===== src/rtl/pipeline_stall_ctrl_if.sv =====
// Data-memory handshake between the pipeline stall controller and the
// EX/MEM-side memory port.
//   exmem_memreq : instruction in EX/MEM is a load or store
//   dmem_ack     : data memory completes the access this cycle
//   dmem_req     : request to data memory
// master = stall controller (drives dmem_req); slave = memory/pipe side.
interface pipeline_stall_ctrl_if;
    logic exmem_memreq;
    logic dmem_ack;
    logic dmem_req;

    modport master (input exmem_memreq, input dmem_ack, output dmem_req);
    modport slave  (output exmem_memreq, output dmem_ack, input dmem_req);
endinterface


===== src/rtl/pipeline_stall_ctrl.sv =====
// Central stall/flush sequencer for the 5-stage MIPS pipeline.
// Merges the load-use hazard, the ID-stage taken-branch flush and the
// multi-cycle dmem handshake into per-stage stall/bubble/flush controls.
// Ports:
//   clk_i, rst_i (async, active-low)
//   dmem_if        : dmem handshake (memreq/ack in, req out)
//   load_use_i     : load-use hazard from the hazard unit
//   branch_taken_i : branch/jump resolved taken in ID
//   *_stall_o      : hold PC, IF/ID, ID/EX, EX/MEM
//   *_bubble_o     : NOP control into ID/EX, MEM/WB
//   ifid_flush_o   : clear IF/ID
//   mem_timeout_o  : sticky dmem timeout error
//   stall_cnt_o / flush_cnt_o : saturating performance counters
module pipeline_stall_ctrl #(
    parameter int CNT_W   = 32,
    parameter int TIMEOUT = 255,
    parameter int TO_W    = 8
) (
    input  logic                        clk_i,
    input  logic                        rst_i,
    pipeline_stall_ctrl_if.master       dmem_if,
    input  logic                        load_use_i,
    input  logic                        branch_taken_i,
    output logic                        pc_stall_o,
    output logic                        ifid_stall_o,
    output logic                        idex_stall_o,
    output logic                        exmem_stall_o,
    output logic                        idex_bubble_o,
    output logic                        memwb_bubble_o,
    output logic                        ifid_flush_o,
    output logic                        mem_timeout_o,
    output logic [CNT_W-1:0]            stall_cnt_o,
    output logic [CNT_W-1:0]            flush_cnt_o
);

    typedef enum logic [1:0] {IDLE, WAIT, ERR} state_e;

    localparam logic [TO_W-1:0]  WAIT_LAST = TO_W'(TIMEOUT - 1);
    localparam logic [CNT_W-1:0] CNT_MAX   = {CNT_W{1'b1}};

    state_e            state_q, state_d;
    logic [TO_W-1:0]   wait_cnt_q, wait_cnt_d;
    logic              mem_timeout_q, mem_timeout_d;
    logic [CNT_W-1:0]  stall_cnt_q, stall_cnt_d;
    logic [CNT_W-1:0]  flush_cnt_q, flush_cnt_d;
    logic              mem_stall;

    // dmem request FSM
    always_comb begin
        state_d          = state_q;
        wait_cnt_d       = wait_cnt_q;
        mem_timeout_d    = mem_timeout_q;
        mem_stall        = 1'b0;
        dmem_if.dmem_req = 1'b0;
        case (state_q)
            IDLE: begin
                dmem_if.dmem_req = dmem_if.exmem_memreq;
                // An ack in the request cycle is a zero-wait access: no stall.
                if (dmem_if.exmem_memreq && !dmem_if.dmem_ack) begin
                    mem_stall  = 1'b1;
                    state_d    = WAIT;
                    wait_cnt_d = '0;
                end
            end
            WAIT: begin
                dmem_if.dmem_req = 1'b1;
                // Stall drops in the ack cycle so the pipe advances on that edge.
                if (dmem_if.dmem_ack) begin
                    state_d = IDLE;
                end else begin
                    mem_stall = 1'b1;
                    if (wait_cnt_q == WAIT_LAST) begin
                        state_d       = ERR;
                        mem_timeout_d = 1'b1;
                    end else begin
                        wait_cnt_d = wait_cnt_q + 1'b1;
                    end
                end
            end
            ERR: begin
                // Pipe frozen until reset; no further memory requests.
                mem_stall = 1'b1;
            end
            default: state_d = IDLE;
        endcase
    end

    // Per-stage controls. Priority: memory stall > load-use > taken branch.
    always_comb begin
        pc_stall_o     = 1'b0;
        ifid_stall_o   = 1'b0;
        idex_stall_o   = 1'b0;
        exmem_stall_o  = 1'b0;
        idex_bubble_o  = 1'b0;
        memwb_bubble_o = 1'b0;
        ifid_flush_o   = 1'b0;
        if (mem_stall) begin
            pc_stall_o     = 1'b1;
            ifid_stall_o   = 1'b1;
            idex_stall_o   = 1'b1;
            exmem_stall_o  = 1'b1;
            memwb_bubble_o = 1'b1;
        end else if (load_use_i) begin
            // A pending branch waits for the forwarded load result.
            pc_stall_o    = 1'b1;
            ifid_stall_o  = 1'b1;
            idex_bubble_o = 1'b1;
        end else if (branch_taken_i) begin
            ifid_flush_o = 1'b1;
        end
    end

    // Saturating performance counters
    always_comb begin
        stall_cnt_d = stall_cnt_q;
        flush_cnt_d = flush_cnt_q;
        if (pc_stall_o && stall_cnt_q != CNT_MAX)
            stall_cnt_d = stall_cnt_q + 1'b1;
        if (ifid_flush_o && flush_cnt_q != CNT_MAX)
            flush_cnt_d = flush_cnt_q + 1'b1;
    end

    always_ff @(posedge clk_i or negedge rst_i) begin
        if (!rst_i) begin
            state_q       <= IDLE;
            wait_cnt_q    <= '0;
            mem_timeout_q <= 1'b0;
            stall_cnt_q   <= '0;
            flush_cnt_q   <= '0;
        end else begin
            state_q       <= state_d;
            wait_cnt_q    <= wait_cnt_d;
            mem_timeout_q <= mem_timeout_d;
            stall_cnt_q   <= stall_cnt_d;
            flush_cnt_q   <= flush_cnt_d;
        end
    end

    assign mem_timeout_o = mem_timeout_q;
    assign stall_cnt_o   = stall_cnt_q;
    assign flush_cnt_o   = flush_cnt_q;

endmodule

===== src/flat_wrapper.sv =====
// flat-port wrapper written by rule: the top's interface ports become plain ports
module pipeline_stall_ctrl_flat 
#(
    parameter int CNT_W   = 32,
    parameter int TIMEOUT = 255,
    parameter int TO_W    = 8
)
  (clk_i, rst_i, load_use_i, branch_taken_i, pc_stall_o, ifid_stall_o, idex_stall_o, exmem_stall_o, idex_bubble_o, memwb_bubble_o, ifid_flush_o, mem_timeout_o, stall_cnt_o, flush_cnt_o, dmem_if_exmem_memreq, dmem_if_dmem_ack, dmem_if_dmem_req);
  pipeline_stall_ctrl_if dmem_if_i ();
  input  logic clk_i;
  input  logic rst_i;
  input  logic load_use_i;
  input  logic branch_taken_i;
  output logic pc_stall_o;
  output logic ifid_stall_o;
  output logic idex_stall_o;
  output logic exmem_stall_o;
  output logic idex_bubble_o;
  output logic memwb_bubble_o;
  output logic ifid_flush_o;
  output logic mem_timeout_o;
  output logic [CNT_W-1:0] stall_cnt_o;
  output logic [CNT_W-1:0] flush_cnt_o;
  input wire logic [$bits(dmem_if_i.exmem_memreq)-1:0] dmem_if_exmem_memreq;
  input wire logic [$bits(dmem_if_i.dmem_ack)-1:0] dmem_if_dmem_ack;
  output wire logic [$bits(dmem_if_i.dmem_req)-1:0] dmem_if_dmem_req;
  assign dmem_if_i.exmem_memreq = dmem_if_exmem_memreq;
  assign dmem_if_i.dmem_ack = dmem_if_dmem_ack;
  assign dmem_if_dmem_req = dmem_if_i.dmem_req;
  pipeline_stall_ctrl #(.CNT_W(CNT_W), .TIMEOUT(TIMEOUT), .TO_W(TO_W)) u_core (.clk_i(clk_i), .rst_i(rst_i), .dmem_if(dmem_if_i), .load_use_i(load_use_i), .branch_taken_i(branch_taken_i), .pc_stall_o(pc_stall_o), .ifid_stall_o(ifid_stall_o), .idex_stall_o(idex_stall_o), .exmem_stall_o(exmem_stall_o), .idex_bubble_o(idex_bubble_o), .memwb_bubble_o(memwb_bubble_o), .ifid_flush_o(ifid_flush_o), .mem_timeout_o(mem_timeout_o), .stall_cnt_o(stall_cnt_o), .flush_cnt_o(flush_cnt_o));
endmodule

===== config.mk =====
export PLATFORM = sky130hd
export DESIGN_NAME = pipeline_stall_ctrl_flat
export DESIGN_NICKNAME = d
export VERILOG_FILES = /design/src/rtl/pipeline_stall_ctrl_if.sv /design/src/rtl/pipeline_stall_ctrl.sv /design/src/flat_wrapper.sv
export SDC_FILE = /design/constraint.sdc
export NUM_CORES = 1
export LEC_CHECK = 0
export ABC_AREA = 1
export CAP_MARGIN = 20
export CORE_MARGIN = 4
export CORE_UTILIZATION = 45
export CTS_BUF_LIST = sky130_fd_sc_hd__clkbuf_4
export CTS_CLUSTER_DIAMETER = 200
export CTS_CLUSTER_SIZE = 12
export DETAILED_ROUTE_END_ITERATION = 10
export PLACE_DENSITY_LB_ADDON = 0.25
export SYNTH_ARGS = -nofsm -noshare
export SYNTH_HDL_FRONTEND = slang
export SYNTH_SLANG_ARGS = --single-unit

===== constraint.sdc =====
create_clock -name clk_i -period 1.9 [get_ports clk_i]
set_input_delay 0.285 -clock clk_i [delete_from_list [all_inputs] [get_ports clk_i]]
set_output_delay 0.285 -clock clk_i [all_outputs]
set_load 0.01 [all_outputs]

==> metrics.md, run 1 <==
| Metric | Value |
|---|---|
| P per Cell Area | 432 mW/mm² |
| Synth area leaders | dfrtp_1, nand2_1, nor2_1 |
| Height of the die | 113 µm |
| Drt pass-1 iters | 4 |
| Setup CP Type | reg2out |
| P_sw | 621 µW |
| Switching Share | 23.7% |
| Worst IR Drop VDD | 0.000242 V |
| Vias in the first global route | 4,657 |
| Sequential Power Share | 61.0% |
| WL final | 12,400 µm |
| CP endpoint kind | output pin |
| DR iter-0 viols | 267 |
| Leading area contributor after synthesis | dfrtp_1 |
| GPL Wtd Cong | 0.896 |
| Via Count | 4,846 |
| Die Span X | 113 µm |
| Minimum clock period | 1830 ps |
| Maximum fanout along the worst path | 5 |
| Final slew viol count | 0 |
| Clock share of power | 37.0% |
| Fin cells | 999 |
| Largest net degree at the start of global routing | 45 |
| Total CTS buffers | 9 |
| Design area | 0.00606 mm² |
| Count leader, synth | nand2_1 |
| Pre-CTS setup slack | -151 ps |
| First-pass GRT wire length | 21,000 µm |
| Yosys top cell area share | 37.5% |
| RSZ-0062 raised after global routing | false |
| Power share of the combinational group | 2.0% |
| Clk sink count | 75 |
| Avg WL per Cell | 12.4 µm |
| Post-Syn Nets | 779 |
| I/O Buffers | 78 |
| Synth top cells by count | nand2_1, nor2_1, dfrtp_1 |
| Placed cell count | 982 |
| Area Overhead vs Synth | 21.2% |
| CTS tree | yes |
| FP Rows | 38 |
| Worst-Skew Late Latency | 450 ps |
| Leakage | 2.85 nW |
| Post-Syn Instances | 769 |
| WP data arrival | 1550 ps |
| Die ar. | 0.0129 mm² |
| Final worst-path cycle share | 96.5% |
| Main synth FF type | dfrtp_1 |
| Area after DPL | 0.00591 mm² |
| Rel. slew slack | 60.2% |
| Hold Vio Cnt, Final | 0 |
| Initial antenna violation count | 0 |
| Clock buffer depth | 2 |
| Routed Antenna Nets | 0 |
| Worst Hold Class | in2async |
| Status | finished, final reports clean |
| Diodes inserted | 0 |
| Final setup violation count | 0 |
| Number of synthesis warnings | 0 |
| TNS Setup | 0 ps |
| Ys async rst share | 100% |
| EDFF count, synth | 0 |
| Fin worst setup slack | 66.7 ps |
| Initial cell density of the core | 46.1% |
| Register area share after synthesis | 37.5% |
| FF+latch count, synth | 75 |
| Worst-Margin Slew | 598 ps |
| Core area | 0.0108 mm² |
| Synth Area per Inst | 6.50 µm² |
| Pwr Total | 2.62 mW |
| Hpwl dp | 9390 µm |
| Max-cap viol count | 0 |
| Root Driver | clkbuf_4 |
| F_max | 545 MHz |
| Nets@finish | 865 |
| Gr usage total | 19.9% |
| Share of layout cells above drive strength 1 | 7.22% |
| H-tree depth | 3 |
| CP startpoint kind | flop |
| Worst-path clk slew | 140 ps |
| Residual DRC | 0 |
| Cell Int Power | 2.00 mW |
| Skew final | 20.7 ps |
| GRT overflow | 0 |
| Cell area after technology mapping | 0.00500 mm² |
| Vias/cell | 4.85 |
| Yosys cell types | 26 |
| Ports | 79 |
| CP Data Required Time | 1620 ps |
[routing by layer]
metal | part of all wire [%] | wire, µm | GRT usage [%]
met2 | 50 | 6160 | 35.3
met5 | 0 | 0 | 0
met1 | 45 | 5550 | 24.2
met3 | 3.4 | 423 | 3.13
met4 | 1.9 | 231 | 7.69
[power by group through the flow]
stage | Sequential, mW | Combinational, mW | Clock, mW
6_report | 1.60 | 0.0523 | 0.968
5_1_grt | 1.60 | 0.0610 | 1.07
4_1_cts | 1.60 | 0.0552 | 1.00
3_5_place_dp | 1.63 | 0.0527 | 0
3_3_place_gp | 1.63 | 0.0515 | 0
2_1_floorplan | 1.63 | 0.00307 | 0
[cell usage in the layout, fill, tap and decap left out, drive strengths merged, types with 2 or more instances in the layout]
cell	instances
dlygate4sd2	7
nor2	106
inv	66
ha	4
a21oi	2
xor2	17
nand4	2
nor3	2
o21ai	26
xnor2	9
dfrtp	75
clkinv	4
nand2	404
nand3	29
buf	11
clkdlybuf4s50	69
nand3b	12
clkbuf	10
[final cells by class]
class / count / area, µm²
inverter: 66 / 253
sequential: 75 / 1880
tap: 140 / 175
clock inverter: 6 / 57.6
multi-input combinational: 614 / 2760
clock buffer: 9 / 67.6
fill: 1086 / 4780
timing repair buffer: 89 / 866
[state kept, by name (all words and copies together), names as in the netlist]
signal / flops
u_core.stall_cnt_o: 32
u_core.mem_timeout_o: 1
u_core.state_q: 2
u_core.flush_cnt_o: 32
u_core.wait_cnt_q: 8
[per-stage QoR]
step,hold WS (ps),util [%]
floorplan,-10.6,-
global placement,330,54.5
detailed placement,336,54.5
CTS,373,55.9
global route,415,55.9
finish,373,55.9
[worst max-delay path: stages, from the launching register on]
cell and delay (ps):
dfrtp_1 410, inv_2 70, nand2_1 60, nand3_2 90
nand2_2 80, nor2_1 110, dlygate4sd2_1 290
[worst paths after layout]
kind                                                   start                                 end  slack (ps)  cells after the start
max                            u_core.state_q[0]$_DFFE_PN0P_                       idex_bubble_o          70                      6
min                                                    rst_i   u_core.flush_cnt_o[7]$_DFFE_PN0P_         370                      2
max reg2reg                u_core.stall_cnt_o[1]$_DFFE_PN0P_  u_core.stall_cnt_o[30]$_DFFE_PN0P_         180                     10
min reg2reg                 u_core.mem_timeout_o$_DFFE_PN0P_    u_core.mem_timeout_o$_DFFE_PN0P_         490                      2
max in group asynchronous                              rst_i   u_core.stall_cnt_o[9]$_DFFE_PN0P_         920                      3
min in group clk_i          u_core.mem_timeout_o$_DFFE_PN0P_    u_core.mem_timeout_o$_DFFE_PN0P_         490                      2
[cells by family (layout without fill, tap and decap cells)]
logic type,after synthesis,count (layout),share of synthesized area (%)
AND/OR/NAND/NOR,556,556,46.6
buffers and inverters,80,170,7.46
flip-flops,75,75,37.5
AO/OA/AOI/OAI,28,28,2.80
XOR/XNOR,26,26,4.55
adder cells (fa/ha/maj),4,4,1.00
[repair_timing]
item / 4_1_cts / 5_1_grt
pin swaps: 1 / 0
endpoints found under the setup margin: 8 / 13
gates resized for setup: 11 / 5
hold buffers: 1 / 0
hold endpoints to repair: 43 / 0
setup buffers: 1 / 0
(Power assumes the default switching activity.)
==> inputs of run 2 (changes only) <==
--- a/config.mk
+++ b/config.mk
@@ -13,6 +13,7 @@
 export CTS_CLUSTER_DIAMETER = 200
 export CTS_CLUSTER_SIZE = 12
 export DETAILED_ROUTE_END_ITERATION = 10
+export GPL_ROUTABILITY_DRIVEN = 0
 export PLACE_DENSITY_LB_ADDON = 0.25
 export SYNTH_ARGS = -nofsm -noshare
 export SYNTH_HDL_FRONTEND = slang
==> results of run 2 <==
Same layout as run 1: the final DEF is identical, and so are final timing and power.
